## config.mk

```make
export PLATFORM = sky130hd
export DESIGN_NAME = fetch_stage
export DESIGN_NICKNAME = d
export VERILOG_FILES = /design/src/rtl/fetch_stage_pkg.sv /design/src/rtl/fetch_stage_pc.sv /design/src/rtl/fetch_stage.sv
export SDC_FILE = /design/constraint.sdc
export NUM_CORES = 1
export LEC_CHECK = 0
export CAP_MARGIN = 20
export CORE_MARGIN = 8
export CORE_UTILIZATION = 47
export CTS_CLUSTER_DIAMETER = 100
export DETAILED_ROUTE_END_ITERATION = 10
export HOLD_SLACK_MARGIN = 0.1
export PLACE_DENSITY = 0.76
export SETUP_SLACK_MARGIN = 0.3
export SYNTH_ARGS = -nofsm -noshare
export SYNTH_HDL_FRONTEND = slang
export SYNTH_SLANG_ARGS = --single-unit
```

## constraint.sdc

```tcl
create_clock -name clk -period 2.25 [get_ports clk]
set_clock_uncertainty 0.05 [all_clocks]
set_input_delay 0.5625 -clock clk [delete_from_list [all_inputs] [get_ports clk]]
set_output_delay 0.5625 -clock clk [all_outputs]
set_load 0.03 [all_outputs]
```

## src/rtl/fetch_stage_pkg.sv

```systemverilog
// Shared definitions for the instruction-fetch stage: state encoding and default constants.
package fetch_stage_pkg;

    localparam int unsigned DEFAULT_WIDTH     = 16;
    localparam logic [15:0] DEFAULT_RESET_PC  = 16'h0000;
    localparam logic [15:0] DEFAULT_NOP_INSTR = 16'h0800;
    localparam logic [4:0]  DEFAULT_HALT_OPC  = 5'b00000;

    typedef enum logic [1:0] {
        StFetch    = 2'd0,
        StBuffered = 2'd1,
        StDrain    = 2'd2,
        StHalted   = 2'd3
    } fetch_state_e;

endpackage

```

## src/rtl/fetch_stage_pc.sv

```systemverilog
// Program counter storage: plain register, no enable and no reset; the caller muxes hold/reset.
module fetch_stage_pc #(
    parameter int unsigned WIDTH = 16
) (
    input  logic             clk,
    input  logic [WIDTH-1:0] ina,
    output logic [WIDTH-1:0] pc
);

    always_ff @(posedge clk) begin
        pc <= ina;
    end

endmodule

```

## src/rtl/fetch_stage.sv

```systemverilog
// Instruction-fetch stage: owns the PC, issues single outstanding reads and loads IF/ID,
// with a one-entry buffer for decode stalls, redirect draining and HALT handling.
module fetch_stage
    import fetch_stage_pkg::*;
#(
    parameter int unsigned     WIDTH     = DEFAULT_WIDTH,
    parameter logic [WIDTH-1:0] RESET_PC  = DEFAULT_RESET_PC,
    parameter logic [WIDTH-1:0] NOP_INSTR = DEFAULT_NOP_INSTR,
    parameter logic [4:0]      HALT_OPC  = DEFAULT_HALT_OPC
) (
    input  logic             clk,
    input  logic             rst,
    output logic             imem_rd,
    output logic [WIDTH-1:0] imem_addr,
    input  logic [WIDTH-1:0] imem_data,
    input  logic             imem_done,
    input  logic             stall_id,
    input  logic             redirect_valid,
    input  logic [WIDTH-1:0] redirect_pc,
    output logic             if_id_valid,
    output logic [WIDTH-1:0] if_id_instr,
    output logic [WIDTH-1:0] if_id_pc_inc,
    output logic             halted
);

    localparam logic [WIDTH-1:0] PcStep  = {{(WIDTH-2){1'b0}}, 2'b10};
    localparam logic [WIDTH-1:0] AlignMk = ~{{(WIDTH-1){1'b0}}, 1'b1};

    fetch_state_e     state_q, state_d;
    logic [WIDTH-1:0] pc_q, pc_d, pc_next, pc_plus2, target;
    logic             valid_q, valid_d;
    logic [WIDTH-1:0] instr_q, instr_d;
    logic [WIDTH-1:0] pc_inc_q, pc_inc_d;
    logic [WIDTH-1:0] buf_instr_q, buf_instr_d;
    logic [WIDTH-1:0] buf_pc_inc_q, buf_pc_inc_d;
    logic [WIDTH-1:0] drain_addr_q, drain_addr_d;

    fetch_stage_pc #(
        .WIDTH(WIDTH)
    ) u_pc (
        .clk(clk),
        .ina(pc_d),
        .pc (pc_q)
    );

    assign pc_plus2 = pc_q + PcStep;
    assign target   = redirect_pc & AlignMk;
    assign pc_d     = rst ? RESET_PC : pc_next;

    // Outputs depend only on registered state, never on stall_id or redirect_valid.
    assign imem_rd      = !rst && (state_q == StFetch || state_q == StDrain);
    assign imem_addr    = (state_q == StDrain) ? drain_addr_q : pc_q;
    assign if_id_valid  = valid_q;
    assign if_id_instr  = instr_q;
    assign if_id_pc_inc = pc_inc_q;
    assign halted       = (state_q == StHalted);

    always_comb begin
        state_d      = state_q;
        pc_next      = pc_q;
        valid_d      = valid_q;
        instr_d      = instr_q;
        pc_inc_d     = pc_inc_q;
        buf_instr_d  = buf_instr_q;
        buf_pc_inc_d = buf_pc_inc_q;
        drain_addr_d = drain_addr_q;

        if (redirect_valid) begin
            valid_d      = 1'b0;
            instr_d      = NOP_INSTR;
            buf_instr_d  = NOP_INSTR;
            buf_pc_inc_d = '0;
            pc_next      = target;
            if ((state_q == StFetch || state_q == StDrain) && !imem_done) begin
                state_d = StDrain;
                // A second redirect while draining keeps the original in-flight address.
                if (state_q == StFetch) drain_addr_d = pc_q;
            end else begin
                state_d = StFetch;
            end
        end else begin
            unique case (state_q)
                StFetch: begin
                    if (imem_done) begin
                        pc_next = pc_plus2;
                        if (!stall_id) begin
                            valid_d  = 1'b1;
                            instr_d  = imem_data;
                            pc_inc_d = pc_plus2;
                            if (imem_data[WIDTH-1 -: 5] == HALT_OPC) state_d = StHalted;
                        end else begin
                            buf_instr_d  = imem_data;
                            buf_pc_inc_d = pc_plus2;
                            state_d      = StBuffered;
                        end
                    end else if (!stall_id) begin
                        valid_d = 1'b0;
                        instr_d = NOP_INSTR;
                    end
                end
                StBuffered: begin
                    if (!stall_id) begin
                        valid_d  = 1'b1;
                        instr_d  = buf_instr_q;
                        pc_inc_d = buf_pc_inc_q;
                        state_d  = (buf_instr_q[WIDTH-1 -: 5] == HALT_OPC) ? StHalted : StFetch;
                    end
                end
                StDrain: begin
                    if (imem_done) state_d = StFetch;
                end
                StHalted: begin
                    if (!stall_id) begin
                        valid_d = 1'b0;
                        instr_d = NOP_INSTR;
                    end
                end
            endcase
        end
    end

    always_ff @(posedge clk) begin
        if (rst) begin
            state_q      <= StFetch;
            valid_q      <= 1'b0;
            instr_q      <= NOP_INSTR;
            pc_inc_q     <= '0;
            buf_instr_q  <= NOP_INSTR;
            buf_pc_inc_q <= '0;
            drain_addr_q <= '0;
        end else begin
            state_q      <= state_d;
            valid_q      <= valid_d;
            instr_q      <= instr_d;
            pc_inc_q     <= pc_inc_d;
            buf_instr_q  <= buf_instr_d;
            buf_pc_inc_q <= buf_pc_inc_d;
            drain_addr_q <= drain_addr_d;
        end
    end

endmodule

```

* Word-level counts from Yosys, hierarchy flattened
Cells that the tools add are included. W data, S select, Z words.
Operators by class: add/sub/neg operators 1, equal/unequal tests 11, mux-type cells 26, bitwise logic cells 1, reduce and logical (&&, ||, !) cells 21
Operators with widths (number):
- $mux W16 | 11
- $pmux W16 S3 | 1
- $pmux W16 S2 | 1
- $add A16 B2 Y16 const B | 1
- $mux W2 | 8
- $ne A3 B3 Y1 const B | 4
- $logic_not A5 Y1 | 2
- $reduce_and A5 Y1 | 2
- $reduce_and A3 Y1 | 3
- $ne A2 B2 Y1 const B | 3
- $pmux W2 S3 | 1
- $reduce_bool A2 Y1 | 3
- $eq A2 B2 Y1 const B | 2
- $ne A4 B3 Y1 const B | 1
- $reduce_and A2 Y1 | 2
- $reduce_bool A4 Y1 | 1
- $mux W1 | 3
- $pmux W1 S3 | 1
- $reduce_bool A3 Y1 | 1
- $eq A2 B1 Y1 const B | 1
- $logic_and A1 B1 Y1 | 2
- $logic_not A1 Y1 | 2
- $logic_not A2 Y1 | 1
- $reduce_or A2 Y1 | 1
- 2 further kinds | 2
Storage, ports and cells: flip-flop bits (word level) 99, input port bits 37, output and inout bits 51, logic and storage cells 69

* Depth between registers and ports, before layout
Gate-level depths: netlist of run 1.
depth after elaboration 6, gate-level depth with buffers 9, mapped depth without buffers 6

* Hierarchy
A second synthesis of run 1 with hierarchy kept.
Second synthesis, totals: cell total of the unflattened synthesis 585, area, all modules 4874.7 sq um
Modules (own cells, without submodules):
- fetch_stage | instances 1, cells an instance 569, area an instance 4554.4 sq um, sequential area each 1661.6 sq um
- fetch_stage_pc | instances 1, cells an instance 16, area an instance 320.3 sq um, sequential area each 320.3 sq um

* Worst setup path after synthesis of run 1
OpenSTA, ideal clock, no wires.
path type reg-to-output, start point register state_q[0], end point output imem_addr[15], arrival time 1797 ps, required time 1637 ps, slack -159 ps, cell stages (with the launch flop) 6, buffers on the path 2, path through dfxtp_1 inv_1 ha_1 clkbuf_1 clkbuf_1 o21ai_0
On the way: cells in the longest elaborated chain, start to end 2
Ends and longest elaborated chain:
- from (decl) | line fetch_stage.sv:29 | fetch_state_e state_q, state_d;
- from (signal assigned) | line fetch_stage.sv:124 | state_q <= StFetch;
- from (signal assigned) | line fetch_stage.sv:132 | state_q <= state_d;
- $eq A2 B2 Y1 | line fetch_stage.sv:52 | assign imem_addr = (state_q == StDrain) ? drain_addr_q : pc_q;
- $mux W16 | line fetch_stage.sv:52
- to (decl) | line fetch_stage.sv:14 | output logic [WIDTH-1:0] imem_addr,
No other way between the ends.

* Worst setup path after layout of run 1
start point register state_q[0], end point output imem_addr[3]
The elaborated chain is that of the path after synthesis.

==> results of run 1 <==
[synthesized netlist by cell type, drive strengths merged, types with 15 or more instances]
library cell / count / area (sq um)
a21oi: 56 / 280.3
dfxtp: 95 / 1902
nor2: 41 / 153.9
o21ai: 18 / 90.08
nor3: 22 / 120.1
o21a: 20 / 150.1
nand2: 91 / 344.1
clkbuf: 30 / 113.9
a21boi: 15 / 112.6
buf: 23 / 131.4
xnor2: 16 / 140.1
nand3: 28 / 152.7
[metrics by stage]
step | cells | power (mW) | worst slack, ns | utilization | instance area (sq um)
6_report | 817 | 4.345 | 0.03591 | 0.6978 | 6758
5_1_grt | 817 | 4.489 | 0.01389 | 0.6978 | 6758
4_1_cts | 806 | 4.213 | 0.05549 | 0.6544 | 6337
3_5_place_dp | 786 | 2.745 | -0.1330 | 0.6049 | 5858
3_3_place_gp | 786 | 2.725 | -0.04808 | 0.6049 | 5858
2_1_floorplan | 572 | 2.372 | 0.2048 | - | 4692
[path summary, 6_finish.rpt]
path,from,endpoint
hold / removal,drain_addr_q[12],drain_addr_q[12]
setup reg to reg,state_q[0],if_id_pc_inc[3]
hold reg to reg,drain_addr_q[12],drain_addr_q[12]
setup / recovery,state_q[0],imem_addr[3]
[state kept, by name (all words and copies together) (netlist names), named ones only]
signal and cells:
if_id_pc_inc 15, state_q 2, buf_instr_q 16, buf_pc_inc_q 15, if_id_instr 16, u_pc.pc 15, drain_addr_q 15
[power by group through the flow]
stage	Combinational (mW)	Clock, mW	Sequential (mW)
floorplan	0.512	0	1.86
global placement	0.896	0	1.83
detailed placement	0.912	0	1.83
CTS	1.01	1.41	1.80
global route	1.21	1.47	1.81
finish	1.14	1.40	1.80
[what timing repair did]
action,4_1_cts,5_1_grt
cloned,1,3
setup endpoints to repair,78,59
hold buffers,0,0
buffers inserted,4,8
pin swaps,3,14
gates resized for setup,183,53
[final cells by class]
type                       count  area share
clock inverter                 3     0.01333
inverter                       7    0.004814
sequential                    95      0.2820
clock buffer                  12     0.02296
multi-input combinational    417      0.4290
tap                          133     0.02463
timing repair buffer         150      0.2233
[per-layer routing]
| metal | GRT usage | up-vias | wire (um) |
|---|---|---|---|
| li1 | - | 2230 | - |
| met1 | 0.2444 | 2285 | 6118 |
| met2 | 0.3578 | 202 | 7601 |
| met3 | 0.04638 | 30 | 1089 |
| met4 | 0.06830 | 0 | 270 |
| met5 | 0 | - | 0 |
[worst reg2reg max path: stages, from the launching register on]
cell and delay [ns]:
dfxtp_2 0.35, inv_2 0.05, buf_4 0.15, ha_4 0.17, buf_6 0.12, mux2i_2 0.15, buf_4 0.15, nor3_4 0.26
buf_6 0.19, buf_4 0.12, nand2_1 0.06, a21oi_1 0.15
[kinds of logic (layout without fill, tap and decap cells)]
kind of cell	Yosys count	after routing	share of synthesized area
and+or+nand+nor	218	218	0.2232
AOI/OAI and AO/OA	158	158	0.2243
adders and majority gates	6	6	0.01610
xor gates and xnor gates	18	18	0.03381
DFF	95	95	0.4078
other	1	2	0.0008042
buffers and inverters	60	172	0.05822
muxes	15	15	0.03569
==> flow_summary.toml, run 1 <==
[outcome]
status = "finished, final reports clean"

[floorplan]
rows = 36
core_sq_um = 9684
die_area_sq_um = 13360
fp.dieH_um = 115.6
num_io_pins = 88
die_w_um = 115.6
initial_core_util = 0.4815

[yosys]
yosysSeqAreaShare = 0.4078
avgSynthCellArea_sq_um = 8.167
ys_ff_latch = 95
synth_edf_count = 0
synth_cells = 571
netlist_area_sq_um = 4663
async_reset_ff_frac = 0
synthDistinctLibCells = 60
yosys_warnings = 0
synth_flop_cell = "dfxtp_1"

[pwr]
sequentialPowerShare = 0.414
peakVddDrop_v = 0.0003364
p_leak_nw = 2.580
comb_power_share = 0.263
power_density_nw_per_um2 = 643.0
power.share.switching = 0.2960
clkPwrFrac = 0.322
p_int_mw = 3.059
switchingPower_mw = 1.286

[detailed_routing]
drt_wl_total_um = 15080
drc = 0
first_pass_iters = 5
wl_per_cell_um = 18.46
ant_nets = 0
via_count = 4747
avgViaCountPerCell = 5.810
drt_iter0_markers = 353

[critical_path]
path_buf_inv = 3
end_kind = "output port"
reg2regPathDepth = 11
cpLargestDelayFamily = "buffers and inverters"
cpPeakStageDelay_ns = 0.34
cp.arrival_ns = 1.60
slowest_stage = "dfxtp_2"
worstSetupPathType = "reg -> out"
path_depth = 5
required_ns = 1.64
rrSetupSlack_ns = 0.22
start_kind = "register"
worstPathMaxFanout = 8
crit_chain = "inv_2 > ha_4 > buf_12 > mux2_4 > buf_6"

[finish]
nets = 723
multi_input_area_sq_um = 2899
n_antenna_cell = 0
area_growth_pct = 44.92
final_cell_mix = "dfxtp_1 (92), nand2_1 (87), a21oi_1 (55)"
layout_commonest_cell = "dfxtp_1"
nFillCells = 686
drive_gt1_frac = 0.2515
seqCellArea_sq_um = 1906

[sta]
drv_slew = 0
post-route-min-period_ns = 2.214
hold_slack_ns = 0.4076
finalCritPeriodShare = 0.9840
hold_viol_final = 0
rsz0062_at_grt = "yes"
final-setup-viol-count = 0
tns_ns = 0
max_freq_mhz = 451.7

[clocking]
clkLatencyLatePin_ns = 0.37
numClockSinks = 95
cts_htree_levels = 3
root_buffer = "clkbuf_8"
numCtsBuffers = 9
cts_buffer_depth = 2
cts_tree = "built"
clk_pin_slew_ns = 0.09

[min_path]
holdCritPathClass = "reg -> reg"
hold_depth = 2

[grt]
grt_first_pass_wirelength_um = 21980
antenna_found_initial = 0
grt_overflow = 0
grt_max_degree = 43
first_global_vias = 4495
grt_usage = 0.2058

[flow_run]
timing.max_cap.violations = 0

[placement]
globalplace.congestion = 0.8897
hpwl_um = 9475
io_buffers = 84
Power figures use the tool's default switching activity.
==> inputs of run 2 (changes only) <==
--- a/config.mk
+++ b/config.mk
@@ -5,13 +5,16 @@
 export SDC_FILE = /design/constraint.sdc
 export NUM_CORES = 1
 export LEC_CHECK = 0
+export ABC_AREA = 1
 export CAP_MARGIN = 20
+export CELL_PAD_IN_SITES_DETAIL_PLACEMENT = 1
+export CELL_PAD_IN_SITES_GLOBAL_PLACEMENT = 2
 export CORE_MARGIN = 8
-export CORE_UTILIZATION = 47
+export CORE_UTILIZATION = 26
 export CTS_CLUSTER_DIAMETER = 100
 export DETAILED_ROUTE_END_ITERATION = 10
 export HOLD_SLACK_MARGIN = 0.1
-export PLACE_DENSITY = 0.76
+export PLACE_DENSITY_LB_ADDON = 0.1
 export SETUP_SLACK_MARGIN = 0.3
 export SYNTH_ARGS = -nofsm -noshare
 export SYNTH_HDL_FRONTEND = slang
==> run 2 against run 1 <==
Highest routed layer unchanged. Critical path type unchanged. Area after synthesis is 1.7% higher. Non-clock buffer count is 27 lower. Power is 9.1% higher. Largest cell class unchanged. Sequential power hardly changed. Fmax is 5.8% higher. Via count is 1.2% lower. Utilization is 32 points lower. Critical path depth is 1 higher. Die area is 71% higher. Sequential share of layout area is 0.14 points lower. Synthesized cell count is 18% higher.
==> flow_summary.toml, run 2 <==
[outcome]
status = "finished, final reports clean"

[pwr]
peakVddDrop_v = 0.0003847
power_density_nw_per_um2 = 697.7
p_leak_nw = 2.835

[yosys]
yosysTopAreaCell = "dfxtp_1"
synthTopCellsByArea = "dfxtp_1 (40%), nand2_1 (13%), a21oi_1 (7.9%)"
yosysSeqAreaShare = 0.4012
avgSynthCellArea_sq_um = 7.013
synth_cells = 676
synthDistinctLibCells = 39
synth_top_area_frac = 0.4012
yosysMostFrequentCell = "nand2_1"
ys_ff_latch = 95
netlist_area_sq_um = 4741
synth_commonest_cells = "nand2_1 (166), dfxtp_1 (95), inv_1 (77), a21oi_1 (75), o21ai_0 (70)"
async_reset_ff_frac = 0
synth_flop_cell = "dfxtp_1"
synth_edf_count = 0
yosys_warnings = 0

[detailed_routing]
first_pass_iters = 4
ant_nets = 0
drt_iter0_markers = 150
avgViaCountPerCell = 4.654
drt_wl_total_um = 16500
drc = 0
via_count = 4691
wl_per_cell_um = 16.37

[grt]
grt_max_degree = 38
grt_overflow = 0
grt_first_pass_wirelength_um = 26700
first_global_vias = 5022
grt_usage = 0.1489
antenna_found_initial = 0

[floorplan]
die_area_sq_um = 22810
core_sq_um = 17900
num_io_pins = 88
die_w_um = 151.0
rows = 49
fp.dieH_um = 151.0
initial_core_util = 0.2648

[finish]
nets = 817
n_antenna_cell = 0
area_growth_pct = 43.34
drive_gt1_frac = 0.2003
layout_commonest_cell = "nand2_1"
final_cell_mix = "nand2_1 (153), dfxtp_1 (93), inv_1 (75), a21oi_1 (75), o21ai_0 (56)"
final_core_util = 0.3796
fin_cells = 1008

[critical_path]
start_kind = "register"
cp.arrival_ns = 1.48
end_kind = "output port"
required_ns = 1.64
worstSetupPathType = "reg -> out"
worstPathMaxFanout = 6

[clocking]
cts_tree = "built"
root_buffer = "clkbuf_16"
cts_buffer_depth = 2
numClockSinks = 95
clk_pin_slew_ns = 0.07
cts_htree_levels = 3
numCtsBuffers = 9
hold_buffers = 0
clkLatencyLatePin_ns = 0.35

[sta]
max_freq_mhz = 478.0
rsz0062_at_grt = "yes"
finalCritPeriodShare = 0.9298
hold_viol_final = 0
drv_slew = 0
post-route-min-period_ns = 2.092
final-setup-viol-count = 0

[min_path]
holdCritPathClass = "reg -> reg"

[placement]
place_inst = 982
io_buffers = 84
globalplace.congestion = 0.7952
hpwl_um = 11760

[flow_run]
timing.max_cap.violations = 0
run 2: changes by cell type after synthesis, sizes merged, moves of 13 or more:
cell / change
o21a: -16
a21oi: +29
clkbuf: -13
nor3: -20
mux2: -13
xnor2: -14
inv: +77
a21boi: -15
o21ai: +58
nand2: +97
run 2: where the power goes:
group / internal, mW / switching, mW
Sequential: 1.77 / 0.0611
Combinational: 0.484 / 0.697
Clock: 1.01 / 0.720
run 2: layout make-up:
type | count | area (sq um)
Clock inverter | 6 | 91.34
Timing Repair Buffer | 123 | 1383
Multi-Input combinational cell | 461 | 2556
Clock buffer | 10 | 239.0
Sequential cell | 95 | 1907
Inverter | 84 | 332.8
Fill cell | 2187 | 11110
Tap cell | 229 | 286.5
run 2: repair_timing:
action	CTS	global route
gates cloned	1	1
pin swaps	3	0
buffers inserted	6	2
resized for setup	68	24
endpoints found under the setup margin	72	32
run 2: path summary, 6_finish.rpt:
check	startpoint	cells past startpoint	slack [ns]	end
worst min register to register	if_id_pc_inc[1]	2	0.40	if_id_pc_inc[1]
worst min-delay path	if_id_pc_inc[1]	2	0.40	if_id_pc_inc[1]
worst max-delay path	state_q[0]	6	0.16	imem_addr[13]
worst max register to register	state_q[1]	9	0.49	state_q[0]
run 2: routing by layer:
metal  wire, um  track usage  vias up
li1           -            -     2359
met1       7165       0.1726     2247
met2       8482       0.2694       70
met3        594      0.02719       15
met4        255      0.05047        0
met5          0            0        -
run 2: worst max-delay path: stages, from the launching register on:
cell	delay, ns
dfxtp_4	0.36
inv_4	0.07
ha_4	0.23
clkbuf_16	0.19
nand2_2	0.07
o21ai_4	0.07
buf_12	0.14
run 2: logic make-up (layout without fill, tap and decap cells):
kind of cell | after synthesis | after routing | share of synthesized area
AO/OA/AOI/OAI | 186 | 186 | 0.2198
XOR/XNOR | 7 | 7 | 0.01293
adder cells (fa/ha/maj) | 6 | 6 | 0.01583
buffers and inverters | 121 | 223 | 0.1111
flip-flops | 95 | 95 | 0.4012
other | 1 | 2 | 0.0007910
AND/OR/NAND/NOR | 260 | 260 | 0.2383
run 2: metrics by stage:
| step | power (mW) | instance area [sq um] | hold slack [ns] | TNS [ns] | worst slack (ns) |
|---|---|---|---|---|---|
| floorplan | 2.477 | 4800 | 0.3747 | 0 | 0.2595 |
| global placement | 2.936 | 6156 | 0.3813 | -0.1617 | -0.02434 |
| detailed placement | 2.950 | 6156 | 0.3924 | -0.4935 | -0.06491 |
| CTS | 4.783 | 6694 | 0.4026 | 0 | 0.1368 |
| global route | 4.978 | 6795 | 0.4170 | 0 | 0.1135 |
| finish | 4.741 | 6795 | 0.3952 | 0 | 0.1580 |
==> inputs of run 3 (changes only) <==
--- a/config.mk
+++ b/config.mk
@@ -11,7 +11,6 @@
 export CELL_PAD_IN_SITES_GLOBAL_PLACEMENT = 2
 export CORE_MARGIN = 8
 export CORE_UTILIZATION = 26
-export CTS_CLUSTER_DIAMETER = 100
 export DETAILED_ROUTE_END_ITERATION = 10
 export HOLD_SLACK_MARGIN = 0.1
 export PLACE_DENSITY_LB_ADDON = 0.1
==> results of run 3 <==
The final DEF is identical to that of run 2; final timing and power are the same.
